`config.mk`:
```
export PLATFORM = sky130hd
export DESIGN_NAME = serpent_encrypt_arbiter
export DESIGN_NICKNAME = d
export VERILOG_FILES = /design/src/rtl/serpent_encrypt_arbiter.sv
export SDC_FILE = /design/constraint.sdc
export NUM_CORES = 1
export LEC_CHECK = 0
export ABC_AREA = 1
export CORE_AREA = 2 2 256 258
export DETAILED_ROUTE_END_ITERATION = 6
export DIE_AREA = 0 0 258 260
export SYNTH_ARGS = -nofsm -noshare
export SYNTH_HDL_FRONTEND = slang
export SYNTH_SLANG_ARGS = --single-unit
export TNS_END_PERCENT = 10
```
`constraint.sdc`:
```
create_clock -name i_clk -period 24.6 [get_ports i_clk]
set_clock_uncertainty 0.1 [all_clocks]
set_input_delay 7.38 -clock i_clk [delete_from_list [all_inputs] [get_ports i_clk]]
set_output_delay 7.38 -clock i_clk [all_outputs]
set_load 0.03 [all_outputs]
```
`src/rtl/serpent_encrypt_arbiter.sv`:
```
// -----------------------------------------------------------------------------
// serpent_encrypt_arbiter
//   Shares one serpent_encrypt core among NUM_REQ block-encryption requesters
//   using round-robin arbitration. A request is granted only while the key
//   schedule reports valid subkeys. The winner's plaintext is latched and
//   presented to the core, the core is started, and its ciphertext is returned
//   to the winner. A watchdog aborts a core run that never completes and
//   returns an error response instead.
//
// Handshake semantics (all outputs registered):
//   requester : i_req[k] is a level held until o_req_ack[k] pulses for one
//               cycle; i_req_data slice k is sampled only at the grant edge.
//               o_rsp_valid[k] pulses for one cycle with o_rsp_data/o_rsp_err,
//               which then hold until the next response.
//   core      : o_core_en pulses one cycle (the ack cycle); o_core_data stays
//               stable until the core answers with a one-cycle i_core_done
//               carrying i_core_data. A done outside WAIT is ignored.
//
// Ports:
//   i_clk, i_rst          clock, asynchronous active-high reset
//   i_req, i_req_data     per-requester request level and 128-bit plaintext
//   o_req_ack             one-hot accept pulse
//   o_rsp_valid           one-hot response pulse
//   o_rsp_data, o_rsp_err ciphertext and timeout flag of the last response
//   i_subkey_valid        key schedule complete; gates new grants only
//   o_core_en, o_core_data  core start pulse and plaintext
//   i_core_done, i_core_data  core completion pulse and ciphertext
//   o_busy                high while in RUN/WAIT
//   o_grant_id            index of the current or last granted requester
// -----------------------------------------------------------------------------
module serpent_encrypt_arbiter #(
  parameter int NUM_REQ        = 2,
  parameter int TIMEOUT_CYCLES = 64
) (
  input  logic                   i_clk,
  input  logic                   i_rst,
  input  logic [NUM_REQ-1:0]     i_req,
  input  logic [128*NUM_REQ-1:0] i_req_data,
  output logic [NUM_REQ-1:0]     o_req_ack,
  output logic [NUM_REQ-1:0]     o_rsp_valid,
  output logic [127:0]           o_rsp_data,
  output logic                   o_rsp_err,
  input  logic                   i_subkey_valid,
  output logic                   o_core_en,
  output logic [127:0]           o_core_data,
  input  logic                   i_core_done,
  input  logic [127:0]           i_core_data,
  output logic                   o_busy,
  output logic [2:0]             o_grant_id
);

  localparam int CW = $clog2(TIMEOUT_CYCLES + 1);

  typedef enum logic [1:0] {
    S_IDLE = 2'd0,
    S_RUN  = 2'd1,
    S_WAIT = 2'd2
  } state_t;

  state_t         state_q, state_n;
  logic [2:0]     rr_ptr_q;
  logic [2:0]     rr_ptr_n;
  logic [CW-1:0]  wd_cnt_q;

  logic               found;
  logic [2:0]         win;
  logic [127:0]       win_data;
  logic [NUM_REQ-1:0] win_oh;
  logic [NUM_REQ-1:0] grant_oh;
  logic               grant;
  logic               timeout_hit;

  // Round-robin search: distance i from the pointer, first set request wins.
  // The pointer is always < NUM_REQ, so the wrapped index is ptr+i or
  // ptr+i-NUM_REQ; comparing against both avoids a modulo.
  always_comb begin
    found    = 1'b0;
    win      = '0;
    win_data = '0;
    win_oh   = '0;
    for (int i = 0; i < NUM_REQ; i++) begin
      for (int j = 0; j < NUM_REQ; j++) begin
        if (!found && i_req[j] &&
            ((int'(rr_ptr_q) + i == j) || (int'(rr_ptr_q) + i == j + NUM_REQ))) begin
          found     = 1'b1;
          win       = 3'(j);
          win_data  = i_req_data[128*j +: 128];
          win_oh    = '0;
          win_oh[j] = 1'b1;
        end
      end
    end
  end

  // With NUM_REQ=1 the winner is always 0, so the pointer stays 0.
  assign rr_ptr_n    = (win == 3'(NUM_REQ - 1)) ? 3'd0 : win + 3'd1;
  assign grant       = (state_q == S_IDLE) && i_subkey_valid && found;
  assign timeout_hit = (wd_cnt_q == CW'(TIMEOUT_CYCLES - 1));

  // The response goes back to the requester recorded in o_grant_id.
  always_comb begin
    grant_oh = '0;
    for (int j = 0; j < NUM_REQ; j++) begin
      grant_oh[j] = (o_grant_id == 3'(j));
    end
  end

  // State register.
  always_ff @(posedge i_clk or posedge i_rst) begin
    if (i_rst) begin
      state_q <= S_IDLE;
    end else begin
      state_q <= state_n;
    end
  end

  // Next-state logic. Done has priority over the watchdog in the same cycle.
  always_comb begin
    state_n = state_q;
    case (state_q)
      S_IDLE: if (grant) state_n = S_RUN;
      S_RUN:  state_n = S_WAIT;
      S_WAIT: begin
        if (i_core_done)      state_n = S_IDLE;
        else if (timeout_hit) state_n = S_IDLE;
      end
      default: state_n = S_IDLE;
    endcase
  end

  // Registered datapath and outputs. Pulses default low every cycle so they
  // can never stretch beyond one cycle.
  always_ff @(posedge i_clk or posedge i_rst) begin
    if (i_rst) begin
      rr_ptr_q    <= '0;
      wd_cnt_q    <= '0;
      o_req_ack   <= '0;
      o_rsp_valid <= '0;
      o_rsp_data  <= '0;
      o_rsp_err   <= 1'b0;
      o_core_en   <= 1'b0;
      o_core_data <= '0;
      o_busy      <= 1'b0;
      o_grant_id  <= '0;
    end else begin
      o_req_ack   <= '0;
      o_rsp_valid <= '0;
      o_core_en   <= 1'b0;
      o_busy      <= (state_n != S_IDLE);
      case (state_q)
        S_IDLE: begin
          if (grant) begin
            o_core_data <= win_data;
            o_grant_id  <= win;
            rr_ptr_q    <= rr_ptr_n;
            o_req_ack   <= win_oh;
            o_core_en   <= 1'b1;
          end
        end
        S_RUN: begin
          // Counter reads 0 in the first WAIT cycle.
          wd_cnt_q <= '0;
        end
        S_WAIT: begin
          wd_cnt_q <= wd_cnt_q + 1'b1;
          if (i_core_done) begin
            o_rsp_valid <= grant_oh;
            o_rsp_data  <= i_core_data;
            o_rsp_err   <= 1'b0;
          end else if (timeout_hit) begin
            o_rsp_valid <= grant_oh;
            o_rsp_data  <= '0;
            o_rsp_err   <= 1'b1;
          end
        end
        default: ;
      endcase
    end
  end

endmodule

```
* After elaboration in Yosys (flattened, before gate mapping) *
Index checks and enable logic that the tools add are counted.

operators by class
  add/subtract/negate cells = 3
  equal/unequal tests = 11
  multiplexer cells = 32
  reduce and logical (&&, ||, !) cells = 25

operator list
  kind                                                                     number
  128-bit 2-to-1 mux                                                       6
  32-bit zero test                                                         2
  32-bit by 2-bit equality test with 1-bit output (second input constant)  1
  32-bit by 3-bit equality test with 1-bit output (second input constant)  1
  2-bit 2-to-1 mux                                                         11
  7-bit case mux with 2 select lines                                       1
  1-bit 2-to-1 mux                                                         10
  1-bit logical AND                                                        9
  3-bit 2-to-1 mux                                                         3
  7-bit by 1-bit adder with 7-bit output (second input constant)           1
  7-bit by 6-bit equality test with 1-bit output (second input constant)   1
  3-bit by 1-bit equality test with 1-bit output (second input constant)   2
  3-bit equality test (second input constant)                              2
  2-bit case mux with 3 select lines                                       1
  2-bit nonzero test                                                       3
  3-bit by 1-bit adder with 4-bit output (second input constant)           1
  4-bit by 2-bit equality test with 1-bit output (second input constant)   1
  1-bit logical OR                                                         4
  2-bit AND reduction                                                      2
  3-bit by 1-bit adder with 3-bit output (second input constant)           1
  3-bit by 2-bit equality test with 1-bit output (second input constant)   1
  1-bit zero test                                                          3
  3-bit zero test                                                          1
  2-bit by 1-bit equality test with 1-bit output (second input constant)   1
  other kinds (2)                                                          2

word-level totals
  bits in registers = 278
  bits of input ports = 390
  logic and storage cells = 82

* Depth between registers and ports, before layout *
Gate-level depths: netlist (run 1).

  word-level depth = 20
  gate-level depth with buffers = 10
  gate-level depth less buffers = 8

* Least setup slack after synthesis (run 1) *
Ideal clock, no wire load.

  path type = input-to-reg
  from = in i_req[0]
  to = reg o_core_data[52]
  data arrival time = 8.182 ns
  required time = 24.375 ns
  setup slack = 16.194 ns
  stages = 9
  path through = inv_2 > nor2_1 > nor2_4 > nand2_1 > inv_2 > buf_4 > buf_4 > nand2_1 > nand3_1

on the way
  word-level cells in the longest chain between the ends = 16
  elaborated cells between the ends (all ways) = 20
  classes of those cells = mux: 8; reduce/logical: 12

RTL lines
  what                             RTL line  RTL
  start: declaration               37        input logic [NUM_REQ-1:0] i_req,
  1-bit logical AND                83        if (!found && i_req[j] &&
  1-bit 2-to-1 mux                 83
  1-bit zero test                  83
  1-bit logical AND (2 in series)  83
  1-bit 2-to-1 mux                 83
  1-bit zero test                  83
  1-bit logical AND (2 in series)  83
  1-bit 2-to-1 mux                 83
  1-bit zero test                  83
  1-bit logical AND (2 in series)  83
  1-bit 2-to-1 mux                 83
  1-bit logical AND                97        assign grant = (state_q == S_IDLE) && i_subkey_valid && found;
  2-bit AND reduction (no line)    -
  end signal: assignment           153       o_core_data <= win_data;
  end: declaration                 45        output logic [127:0] o_core_data,

Parallel ways exist; a longest one is shown, timed or not.
A chain may end at the register's enable or synchronous reset.

* Worst setup path in the final report (run 1) *
  from = in i_req[1]
  to = reg o_core_data[111]

on the way
  word-level cells in the longest chain between the ends = 13
  elaborated cells between the ends (all ways) = 16
  classes of those cells = mux: 6; reduce/logical: 10

RTL lines
  what                             RTL line
  1-bit logical AND (2 in series)  83
  1-bit 2-to-1 mux                 83
  1-bit zero test                  83
  1-bit logical AND (2 in series)  83
  1-bit 2-to-1 mux                 83
  1-bit zero test                  83
  1-bit logical AND (2 in series)  83
  1-bit 2-to-1 mux                 83
  1-bit logical AND                97
  2-bit AND reduction (no line)    -

Parallel ways exist; a longest one is shown, timed or not.

==> flow_metrics.tcl, run 1 <==
set metrics [dict create \
    hold_viol 0 \
    worst_ep_required_time_ns 24.96 \
    syn2layout_area_growth_pct 72.9 \
    p_sw_uw 1090 \
    wirelength_um 48600 \
    synth.most_common_cell "nand2_1" \
    cts_buffers 35 \
    synth_seq_cells 274 \
    clk_pin_slew_ns 0.05 \
    clkPwrFrac_pct 19.7 \
    grtUsageTotal_pct 13.7 \
    cp_max_fo 74 \
    drtAntennaViolNets 0 \
    finalSetupViolCount 0 \
    drtIter0Drc 766 \
    post_cts_buffers 0 \
    synthTopCellsByArea "dfrtp_1 60%, nand2_1 22%, nand3_1 7.7%" \
    clockBufferDepth 3 \
    grt.overflow.total 0 \
    row_count 93 \
    endpoint_kind "flip-flop" \
    relSlewSlack_pct 33.2 \
    seq_area_frac_synth_pct 60.0 \
    p_leak_uw 0.00879 \
    synth_area_per_cell_um2 8.53 \
    core_area_mm2 0.0641 \
    root_buffer "clkbuf_16" \
    worstPathArrival_ns 10.29 \
    outcome "finished, final reports clean" \
    vias 11556 \
    holdBufCountCts 0 \
    sw_frac_of_total_pct 42.9 \
    timing.fmax_mhz 101 \
    period_needed_ns 9.93 \
    fin_area_mm2 0.0198 \
    fillers 6646 \
    critPathSlowestCell "buf_4" \
    sequentialPowerShare_pct 30.7 \
    drive_gt1_share_pct 3.44 \
    clock_latency_ns 0.52 \
    viasPerCell 4.08 \
    grt_start_max_net_pins 102 \
    setup.worst_path.start_class "input port" \
    synthCells 1339 \
    synth_top_area_cell "dfrtp_1" \
    routedWlPerCell_um 17.2 \
    cap_violations 0 \
    nets 2351 \
    slew_viol_final 0 \
    port_buffers 653 \
    powerDensity_mw_per_mm2 128 \
    ys.flop_type "dfrtp_1" \
    cp_common_cell "buf_4" \
    grt_pass1_vias 11368 \
    io_pins 656 \
    antenna_found_initial 3 \
    clock_sinks 274 \
    power.internal_uw 1440 \
    holdCritPathClass "reg -> reg" \
    ys_warn_count 0 \
    ys_types 24 \
    ff2ff_setup_slack_ns 21.30 \
    tightestPinTransition_ns 1.00 \
    first_pass_iters 5 \
    gp_congestion 0.919 \
    placed_area_mm2 0.0187 \
    fp.dieH_um 260 \
    cts.repair.resized 0 \
    hpwl_um 35700 \
    irDropWorstVdd_mv 0.0470 \
    die-area_mm2 0.0671 \
    worst_path_largest_cell_delay_ns 0.68 \
    layout_worst_path_cycle_share_pct 40.4 \
    synth_edf_count 0 \
    grt_pass1_wl_um 70900 \
    async_flop_share_pct 100 \
    critical_path_class "in -> reg" \
    cts_tree "built" \
    rsz0062_at_grt "no" \
    htreeDepth 2 \
    drc_errors 0 \
    synth.top_cell.area_share_pct 60.0 \
    final.setup.tns_ns 0 \
    synth_area_mm2 0.0114 \
    synth_common_cells "661 x nand2_1, 274 x dfrtp_1, 175 x nand3_1" \
    die_width_um 258 \
    start_util_pct 17.8 \
    path_cells "clkdlybuf4s50_1 > inv_2 > a21oi_4 > buf_4 > buf_4 > buf_4 > nand3_1 > nand3_1" \
    power_frac_comb_pct 49.7 \
]
==> worst max-delay path, delay by kind of cell <==
kind | cells | cell delay [ns]
and+or+nand+nor | 2 | 0.30
AOI/OAI and AO/OA | 1 | 0.13
buffers and inverters | 5 | 2.34
==> layout make-up <==
| class | count | area, µm² | share of cell area (%) |
|---|---|---|---|
| Inverter | 22 | 92.6 | 0.469 |
| Tap cell | 855 | 1070 | 5.42 |
| Clock inverter | 4 | 73.8 | 0.374 |
| Multi-Input combinational cell | 958 | 4030 | 20.4 |
| Sequential cell | 274 | 6860 | 34.7 |
| Timing Repair Buffer | 666 | 6630 | 33.6 |
| Antenna cell | 1 | 2.50 | 0.0127 |
| Clock buffer | 52 | 1000 | 5.06 |
==> state kept, by name (all words and copies together) (netlist names), 2 cells and up <==
name and flops:
o_req_ack 2, o_rsp_valid 2, o_rsp_data 128, wd_cnt_q 7, state_q 2, o_core_data 128
==> metrics by stage <==
stage               std cells  hold WS [ns]  setup slack, ns  utilization [%]  power (µW)
floorplan                1340         0.375             9.57                -        1450
global placement         2775         0.353            14.13             29.1        2030
detailed placement       2775         0.357            14.13             29.1        2050
CTS                      2831         0.372            14.69             30.8        2560
global route             2832         0.384            14.46             30.8        2670
finish                   2832         0.367            14.67             30.8        2530
==> routing by layer <==
layer  vias to the layer above  routed length [µm]  GRT usage, %  share of wire [%]
met5                         -                  10             0              0.021
met3                        69                3610          3.81                7.4
met4                         2                1210          4.29                2.5
met2                       433               24400          23.2                 50
li1                       5468                   -             -                  -
met1                      5584               19400          16.9                 40
==> cell families after synthesis <==
| group | synth area share [%] |
|---|---|
| AND/OR/NAND/NOR | 31.5 |
| flip-flops | 60.0 |
| buffers and inverters | 4.91 |
| AO/OA/AOI/OAI | 2.91 |
| adder cells (fa/ha/maj) | 0.438 |
| XOR/XNOR | 0.153 |
| other | 0.0328 |
==> worst paths after layout <==
check	start	to	cells after the start
max in group asynchronous	i_rst	o_core_data[87]	4
min	o_rsp_data[7]	o_rsp_data[7]	2
min in group asynchronous	i_rst	o_rsp_data[107]	2
max	i_req[1]	o_core_data[111]	8
max reg2reg	state_q[0]	o_core_data[111]	9
min reg2reg	o_rsp_data[7]	o_rsp_data[7]	2
==> cells in the final DEF (no fill, tap or decap), types with 3 or more instances in the layout <==
master / n
a31oi_1: 43
buf_4: 13
clkbuf_1: 11
clkbuf_16: 35
clkbuf_8: 6
clkdlybuf4s50_1: 653
dfrtp_1: 274
ha_1: 4
inv_1: 16
inv_2: 4
nand2_1: 660
nand3_1: 175
nor2_1: 58
o21ai_0: 3
==> power groups by stage <==
stage                     clock [µW]  combinational, µW  sequential, µW
after global routing             537               1340             797
after detailed placement           0               1270             778
after global placement             0               1260             772
after CTS                        517               1270             775
final                            498               1260             776
after floorplan                    0                303            1150
Note: power is estimated with default switching activity, not from simulation.
==> run 2: changes to the inputs <==
Settings changed: CORE_AREA 2 2 256 258 to 2 2 254 256, DIE_AREA 0 0 258 260 to 0 0 256 258.
Clock period 24.6 ns to 8.8 ns, I/O delays scaled along.
==> run 2 against run 1 <==
- final area increased by 0.34%
- clock power grew to 2.9 times the previous value
- combinational power rose to 2.8 times the previous value
- critical endpoint is now o_core_data[92]
- largest cell class unchanged
==> flow_metrics.tcl, run 2 (synthesis results as in run 1) <==
set metrics [dict create \
    outcome "finished, final reports clean" \
    drtAntennaViolNets 0 \
    port_buffers 653 \
    wirelength_um 46800 \
    cts_buffers 35 \
    root_buffer "clkbuf_16" \
    r2r-end "o_core_data[92]" \
    io_pins 656 \
    sequentialPowerShare_pct 30.3 \
    clock_sinks 274 \
    grt.overflow.total 0 \
    powerDensity_mw_per_mm2 357 \
    busiest_layer "met2" \
    sw_frac_of_total_pct 42.8 \
    layout_worst_path_cycle_share_pct 61.1 \
    worstPathArrival_ns 5.74 \
    fp.dieH_um 258 \
    r2r_cells 7 \
    critPathSlowestCell "nor2_4" \
    hpwl_um 33400 \
    cap_violations 0 \
    multi_input_area_mm2 0.00403 \
    htreeDepth 2 \
    drc_errors 0 \
    core_area_mm2 0.0636 \
    final_common_cell "nand2_1" \
    tightestPinTransition_ns 1.10 \
    hp-start "o_rsp_data[36]" \
    endpoint_kind "flip-flop" \
    row_count 93 \
    clk_pin_slew_ns 0.06 \
    hold_depth 2 \
    clkPwrFrac_pct 20.2 \
    cp_num_cells 8 \
    cp_max_fo 53 \
    register_area_mm2 0.00686 \
    relSlewSlack_pct 26.8 \
    irDropWorstVdd_mv 0.150 \
    worst_ep_required_time_ns 9.16 \
    slew_viol_final 0 \
    drive_gt1_share_pct 3.64 \
    grt_use_met2_pct 23.3 \
    cp_common_cell "nand2_1" \
    clockBufferDepth 3 \
    routedWlPerCell_um 16.5 \
    power.internal_uw 4050 \
    holdBufCountCts 0 \
    timing.fmax_mhz 186 \
    p_sw_uw 3030 \
    syn2layout_area_growth_pct 73.5 \
    startpoint "i_req[1]" \
    hold_viol 0 \
    gp_congestion 0.937 \
    worst_path_largest_cell_delay_ns 0.84 \
    rsz0062_at_grt "no" \
    period_needed_ns 5.38 \
    whs_endpoint "o_rsp_data[36]" \
    grt_start_max_net_pins 173 \
    cts_tree "built" \
    holdCritPathClass "reg -> reg" \
    grtUsageTotal_pct 13.8 \
    viasPerCell 4.09 \
    antenna_found_initial 2 \
    met3_usage_pct 4.88 \
    p_leak_uw 0.00881 \
    grt_pass1_wl_um 71700 \
    clock_latency_ns 0.54 \
    crit_family "buffers and inverters" \
    post_cts_buffers 0 \
    first_pass_iters 5 \
    critical_path_class "in -> reg" \
    path_buf_inv 4 \
    r2r_start "rr_ptr_q[0]" \
    cts.repair.resized 0 \
    fillers 6620 \
    vias 11580 \
    ff2ff_setup_slack_ns 5.64 \
    grt_pass1_vias 12118 \
    start_util_pct 17.9 \
    die-area_mm2 0.0660 \
    die_width_um 256 \
    power_frac_comb_pct 49.6 \
    drtIter0Drc 710 \
    nets 2346 \
    final_cell_mix "660 x nand2_1, 653 x clkdlybuf4s50_1, 274 x dfrtp_1" \
    final.setup.tns_ns 0 \
    setup.worst_path.start_class "input port" \
    met1_usage_pct 15.4 \
    path_cells "clkdlybuf4s50_1 > inv_2 > nor2_4 > nand2_1 > clkinv_2 > buf_4 > nand2_1 > nand3_1" \
    reg_top3 "o_core_data x128, o_rsp_data x128, wd_cnt_q x7" \
    finalSetupViolCount 0 \
    whs_ns 0.369 \
]
[run 2: worst max path at each step]
stage,to,slack (ns)
2_1_floorplan,o_busy,2.44
3_3_place_gp,o_core_data[55],2.91
3_5_place_dp,o_core_data[54],2.78
4_1_cts,o_core_data[92],3.37
5_1_grt,o_core_data[92],3.20
6_report,o_core_data[92],3.42
[run 2: metal layers]
metal,share of wire [%],vias to the layer above
li1,-,5473
met3,8.6,124
met4,4.9,2
met2,48,533
met5,0.028,-
met1,38,5448
[run 2: worst min-delay path, stage by stage (launching register included)]
cell and delay (ns):
dfrtp_1 0.34, nand2_1 0.05, nand2_1 0.05
[run 2: per-stage QoR]
stage	setup WS [ns]	area, µm²	util, %	power, µW	std cells
6_report	3.42	19800	31.1	7090	2833
3_3_place_gp	2.91	18700	29.4	5650	2770
5_1_grt	3.20	19800	31.1	7500	2833
2_1_floorplan	2.44	11400	-	4050	1340
4_1_cts	3.37	19800	31.1	7190	2832
3_5_place_dp	2.78	18700	29.4	5700	2770
[run 2: cell type report]
type / count / share of cell area, %
flip-flops and latches: 274 / 34.6
repair buffers: 661 / 33.5
multi-input cells: 958 / 20.3
well taps: 855 / 5.40
clock buffers: 50 / 5.06
clock inverters: 12 / 0.644
inverters: 22 / 0.461
diodes: 1 / 0.0126
[run 2: power groups by stage]
stage	Sequential, µW	Combinational [µW]	Clock (µW)
final	2150	3510	1430
after CTS	2150	3550	1490
after global placement	2130	3510	0
after floorplan	3200	848	0
after detailed placement	2160	3550	0
after global routing	2210	3750	1530
==> RTL change 1 (settings of run 2) <==
Register the input `i_subkey_valid` before use, with the module's reset. The logic sees it one clock later. The other inputs are not delayed to match.
--- a/src/rtl/serpent_encrypt_arbiter.sv
+++ b/src/rtl/serpent_encrypt_arbiter.sv
@@ -59,2 +59,12 @@
 
+  logic i_subkey_valid_q;
+
+  always_ff @(posedge i_clk or posedge i_rst) begin
+    if (i_rst) begin
+      i_subkey_valid_q <= '0;
+    end else begin
+      i_subkey_valid_q <= i_subkey_valid;
+    end
+  end
+
   state_t         state_q, state_n;
@@ -96,3 +106,3 @@
   assign rr_ptr_n    = (win == 3'(NUM_REQ - 1)) ? 3'd0 : win + 3'd1;
-  assign grant       = (state_q == S_IDLE) && i_subkey_valid && found;
+  assign grant       = (state_q == S_IDLE) && i_subkey_valid_q && found;
   assign timeout_hit = (wd_cnt_q == CW'(TIMEOUT_CYCLES - 1));
Behaviour: not the same (a bounded check fails within 4 cycles, from zero or initial values and one cycle with i_rst high).
==> RTL change 1 against run 2 <==
  * Wire length increased by 2.3%
  * Utilization up 0.42 points
  * Clock power rose by 6%
  * Worst hold slack worse by 0.00094 ns
  * Cell area rose by 1.4%
  * Via count up 3.0%
  * Sequential cell count grew 1
  * Power rose by 4.4%
  * Die area unchanged
  * Setup slack improved by 0.12 ns
  * Area after synthesis is 2.1% higher
  * Non-clock buffer count rose by 5
  * Count of clock-buffer cells in the layout fell by 2
  * Critical endpoint is now o_core_data[54]
  * Largest cell class unchanged
==> RTL change 1: results (changes against run 2) <==
[grt]
grt_max_degree = 110  ; was 173
grtUsageMet1_pct = 16.2  ; was 15.4%
grt_antenna_before_repair = 2  ; unchanged
grt_util_met3_pct = 4.98  ; was 4.88%
use_met2_pct = 23.7  ; was 23.3%
grt_pass1_vias = 12319  ; was 12118
grt_first_pass_wirelength_mm = 74.0  ; was 71.7 mm
grt_usage_pct = 14.1  ; was 13.8%

[clock_network]
cts-resized-gates = 0  ; unchanged
numCtsBuffers = 36  ; was 35
path_clk_slew_ns = 0.06  ; about the same
cts_max_path_buffers = 3  ; unchanged
clock_latency_ns = 0.54  ; about the same

[place]
place_congestion = 0.914  ; was 0.937
port-buffer-count = 653  ; unchanged
dp_hpwl_mm = 34.2  ; was 33.4 mm
dp_slack_ns = 2.97  ; was 2.78 ns

[logic_synthesis]
async_reset_ff_share_pct = 100  ; unchanged
synth_top_area_share_pct = 59.0  ; was 60.0%
synth_cell_types = 23  ; was 24
yosys_warnings = 0  ; unchanged
synthTopCellsByArea = dfrtp_1, nand2_1, nand3_1, a31oi_1, buf_2  ; was dfrtp_1, nand2_1, nand3_1, a31oi_1, nor2_1
ys_seq_area_share_pct = 59.0  ; was 60.0%
ys_top_cells_by_count = nand2_1, nand3_1, dfrtp_1  ; was nand2_1, dfrtp_1, nand3_1

[pwr]
vdd_drop_max_mv = 0.182  ; was 0.150 mV
switching_share_pct = 43.1  ; was 42.8%
leakage_nw = 8.86  ; was 8.81 nW

[sta]
slew_headroom_pct = 29.3  ; was 26.8%

[finish]
reg_top3 = o_core_data: 128 flops, o_rsp_data: 128 flops, wd_cnt_q: 7 flops  ; unchanged
drive_above_1_share_pct = 4.24  ; was 3.64%
layout.nets = 2351  ; was 2346

[routing]
drt_iter0_markers = 836  ; was 710
vias_per_cell = 4.20  ; was 4.09
drt_wl_total_mm = 47.9  ; was 46.8 mm

[setup_path]
arrival_ns = 5.62  ; was 5.74 ns
path_max_fanout = 57  ; was 53

[hold_path]
hold_path_class = reg -> reg  ; unchanged

[status]
status = complete, no violations  ; unchanged

==> RTL change 1: worst paths after layout <==
path	from	endpoint	slack, ns	cells past startpoint
max in group asynchronous	i_rst	o_core_data[50]	4.49	4
min in group asynchronous	i_rst	wd_cnt_q[1]	2.42	2
worst max-delay path	i_req[1]	o_core_data[54]	3.54	8
worst min register to register	o_rsp_data[30]	o_rsp_data[30]	0.37	2
worst max register to register	rr_ptr_q[0]	o_core_data[54]	5.78	7
worst min-delay path	o_rsp_data[30]	o_rsp_data[30]	0.37	2
==> RTL change 1: worst max-delay path: stages <==
cell and delay (ns):
clkdlybuf4s50_1 0.56, inv_2 0.09, nor2_4 0.80, nand2_1 0.21, inv_2 0.45, buf_4 0.61
nand2_1 0.13, nand3_1 0.10
==> RTL change 1: routing by layer <==
layer | up-vias | part of all wire (%)
met5 | - | 0.027
met4 | 2 | 4.4
met3 | 91 | 8.8
met2 | 569 | 48
met1 | 5664 | 38
li1 | 5603 | -
==> RTL change 1: logic make-up (layout without fill, tap and decap cells) <==
logic type	count (synthesis)	in the layout	synth area share [%]
AO/OA/AOI/OAI	52	52	2.82
XOR/XNOR	2	2	0.150
flip-flops	275	275	59.0
other	1	3	0.0322
buffers and inverters	120	750	5.29
adder cells (fa/ha/maj)	4	4	0.429
AND/OR/NAND/NOR	898	898	32.3
==> RTL change 1: layout make-up <==
type | count | area, sq um
Clock inverter | 16 | 175
Inverter | 20 | 78.8
Fill cell | 6630 | 43600
Multi-Input combinational cell | 958 | 4200
Tap cell | 855 | 1070
Clock buffer | 48 | 1040
Timing Repair Buffer | 666 | 6640
Sequential cell | 275 | 6880
Antenna cell | 1 | 2.50
==> RTL change 1: stage by stage <==
| step | instance area (sq um) | util (%) | cells | hold WS [ns] |
|---|---|---|---|---|
| global route | 20100 | 31.6 | 2839 | 0.391 |
| floorplan | 11700 | - | 1353 | 0.375 |
| CTS | 20100 | 31.6 | 2838 | 0.371 |
| global placement | 18900 | 29.7 | 2774 | 0.354 |
| detailed placement | 18900 | 29.7 | 2774 | 0.357 |
| finish | 20100 | 31.6 | 2839 | 0.368 |
==> RTL change 1: power by group through the flow <==
stage,clock network [mW],logic (mW),registers [mW]
after floorplan,0,0.906,3.30
after global placement,0,3.70,2.19
after detailed placement,0,3.74,2.20
after CTS,1.57,3.75,2.20
after global routing,1.62,3.93,2.27
final,1.51,3.69,2.19
==> RTL change 2 (settings of run 2) <==
Made on the original files. Set the parameter `NUM_REQ` to 1 (it was 2).
--- a/src/rtl/serpent_encrypt_arbiter.sv
+++ b/src/rtl/serpent_encrypt_arbiter.sv
@@ -31,3 +31,3 @@
 module serpent_encrypt_arbiter #(
-  parameter int NUM_REQ        = 2,
+  parameter int NUM_REQ        = 1,
   parameter int TIMEOUT_CYCLES = 64
Interface: changed (resized i_req, i_req_data, o_req_ack and o_rsp_valid); port bits go from 656 to 525. The function was not compared with the original's and may differ.
==> RTL change 2 against run 2 <==
  * Cell area decreased by 11%
  * Area after synthesis decreased by 9.5%
  * Setup slack improved by 0.51 ns
  * Die area unchanged
  * Power decreased by 2.8%
  * Wire length decreased by 26%
  * Sequential cell count decreased by 4
  * Critical path depth decreased by 2
  * Maximum frequency increased by 10%
==> RTL change 2: results (changes against run 2) <==
[place]
port-buffer-count = 521  ; was 653
placed_cell_area_sq_mm = 0.0164  ; was 0.0187 sq mm
dp_slack_ns = 3.32  ; was 2.78 ns
dp_hpwl_mm = 24.3  ; was 33.4 mm
place_congestion = 0.852  ; was 0.937
dp_cells = 2496  ; was 2770

[grt]
grt_pass1_vias = 9555  ; was 12118
grt_antenna_before_repair = 1  ; was 2
grt_first_pass_wirelength_mm = 54.4  ; was 71.7 mm
overflow = 0  ; unchanged
grt_usage_pct = 10.2  ; was 13.8%
grt_max_degree = 149  ; was 173

[setup_path]
path_max_fanout = 95  ; was 53
cpPeakStageDelay_ns = 0.78  ; was 0.84 ns
cp_top_family = buffers and inverters  ; unchanged
arrival_ns = 5.23  ; was 5.74 ns
cpMaxStageDelayCell = buf_4  ; was nor2_4

[pwr]
p_clk_mw = 1.48  ; was 1.43 mW
switching_share_pct = 41.6  ; was 42.8%
vdd_drop_max_mv = 0.151  ; was 0.150 mV
p_clk_share_pct = 21.4  ; was 20.2%
seq_power_mw = 2.13
leakage_nw = 8.41  ; was 8.81 nW

[logic_synthesis]
synth_top_area_share_pct = 65.3  ; was 60.0%
synthTopCellsByArea = dfrtp_1, nand2_1, buf_2, buf_6, inv_1  ; was dfrtp_1, nand2_1, nand3_1, a31oi_1, nor2_1
ys_top_cells_by_count = nand2_1, dfrtp_1, buf_2  ; was nand2_1, dfrtp_1, nand3_1
yosys_warnings = 0  ; unchanged
synth_cell_types = 19  ; was 24
ys_seq_area_share_pct = 65.3  ; was 60.0%
async_reset_ff_share_pct = 100  ; unchanged
syn-instance-count = 1172  ; was 1339

[run]
maxCapViolations = 0  ; unchanged

[finish]
stdcell_count = 2559  ; was 2833
reg_top3 = o_core_data: 128 flops, o_rsp_data: 128 flops, wd_cnt_q: 7 flops  ; unchanged
drive_above_1_share_pct = 4.05  ; was 3.64%
fill_cells = 6705  ; was 6620
layout.nets = 1942  ; was 2346

[clock_network]
path_clk_slew_ns = 0.05
clock_latency_ns = 0.53
numCtsBuffers = 34  ; was 35
cts_max_path_buffers = 3  ; unchanged
cts_root_buf = clkbuf_16  ; unchanged
cts-resized-gates = 0  ; unchanged
post_cts_buffers = 0  ; unchanged
h-tree-depth = 2  ; unchanged

[routing]
drt_iter0_markers = 550  ; was 710
vias = 9368  ; was 11580
firstDrtPassIters = 5  ; unchanged
drt_wl_total_mm = 34.8  ; was 46.8 mm

[sta]
max_slew.worst_pin.slew_ns = 1.01  ; was 1.10 ns

[status]
status = complete, no violations  ; unchanged

[hold_path]
hold_path_class = reg -> reg  ; unchanged

-- RTL change 2: cell types whose count changed after synthesis, sizes merged --
cell	run 2	this run
nand2	661	792
o21ai	4	3
o221ai	1	0
nor2	59	8
dfrtp	274	270
inv	22	21
nand3	175	5
a21boi	0	1
nand4	2	0
nor3	1	3
buf	61	48
a31oi	43	0
xor2	2	0
clkbuf	25	12
-- RTL change 2: final cells by class --
type | instances | area [sq um] | share of cell area (%)
antenna | 1 | 2.50 | 0.0142
clock buffer | 52 | 1060 | 6.05
clock inverter | 10 | 134 | 0.762
inverter | 21 | 86.3 | 0.491
multi-input combinational | 823 | 3170 | 18.1
sequential | 270 | 6760 | 38.5
tap | 855 | 1070 | 6.09
timing repair buffer | 527 | 5290 | 30.1
-- RTL change 2: worst paths after layout --
path	slack [ns]	cells past startpoint	endpoint	start
min reg2reg	0.37	2	o_rsp_data[8]	o_rsp_data[8]
min in group asynchronous	2.47	3	o_core_data[15]	i_rst
min	0.37	2	o_rsp_data[8]	o_rsp_data[8]
max	3.93	6	o_core_data[121]	i_req
max in group asynchronous	4.84	4	o_core_data[96]	i_rst
max reg2reg	5.75	7	o_core_data[121]	state_q[0]
-- RTL change 2: cells by family after synthesis --
logic type,Yosys count,share of synthesized area [%]
buf+inv,81,4.22
simple gates,808,29.5
other cells,1,0.0363
flops,270,65.3
fa+ha+maj,4,0.484
compound gates,8,0.411
-- RTL change 2: routing by layer --
metal	share of wire, %	wire length, microns	vias up	global-route usage (%)
met2	49	17000	327	17.2
met1	40	14100	4428	12.1
met3	6.1	2110	95	2.71
li1	-	-	4518	-
met4	4.7	1620	0	5.20
met5	0	0	-	0
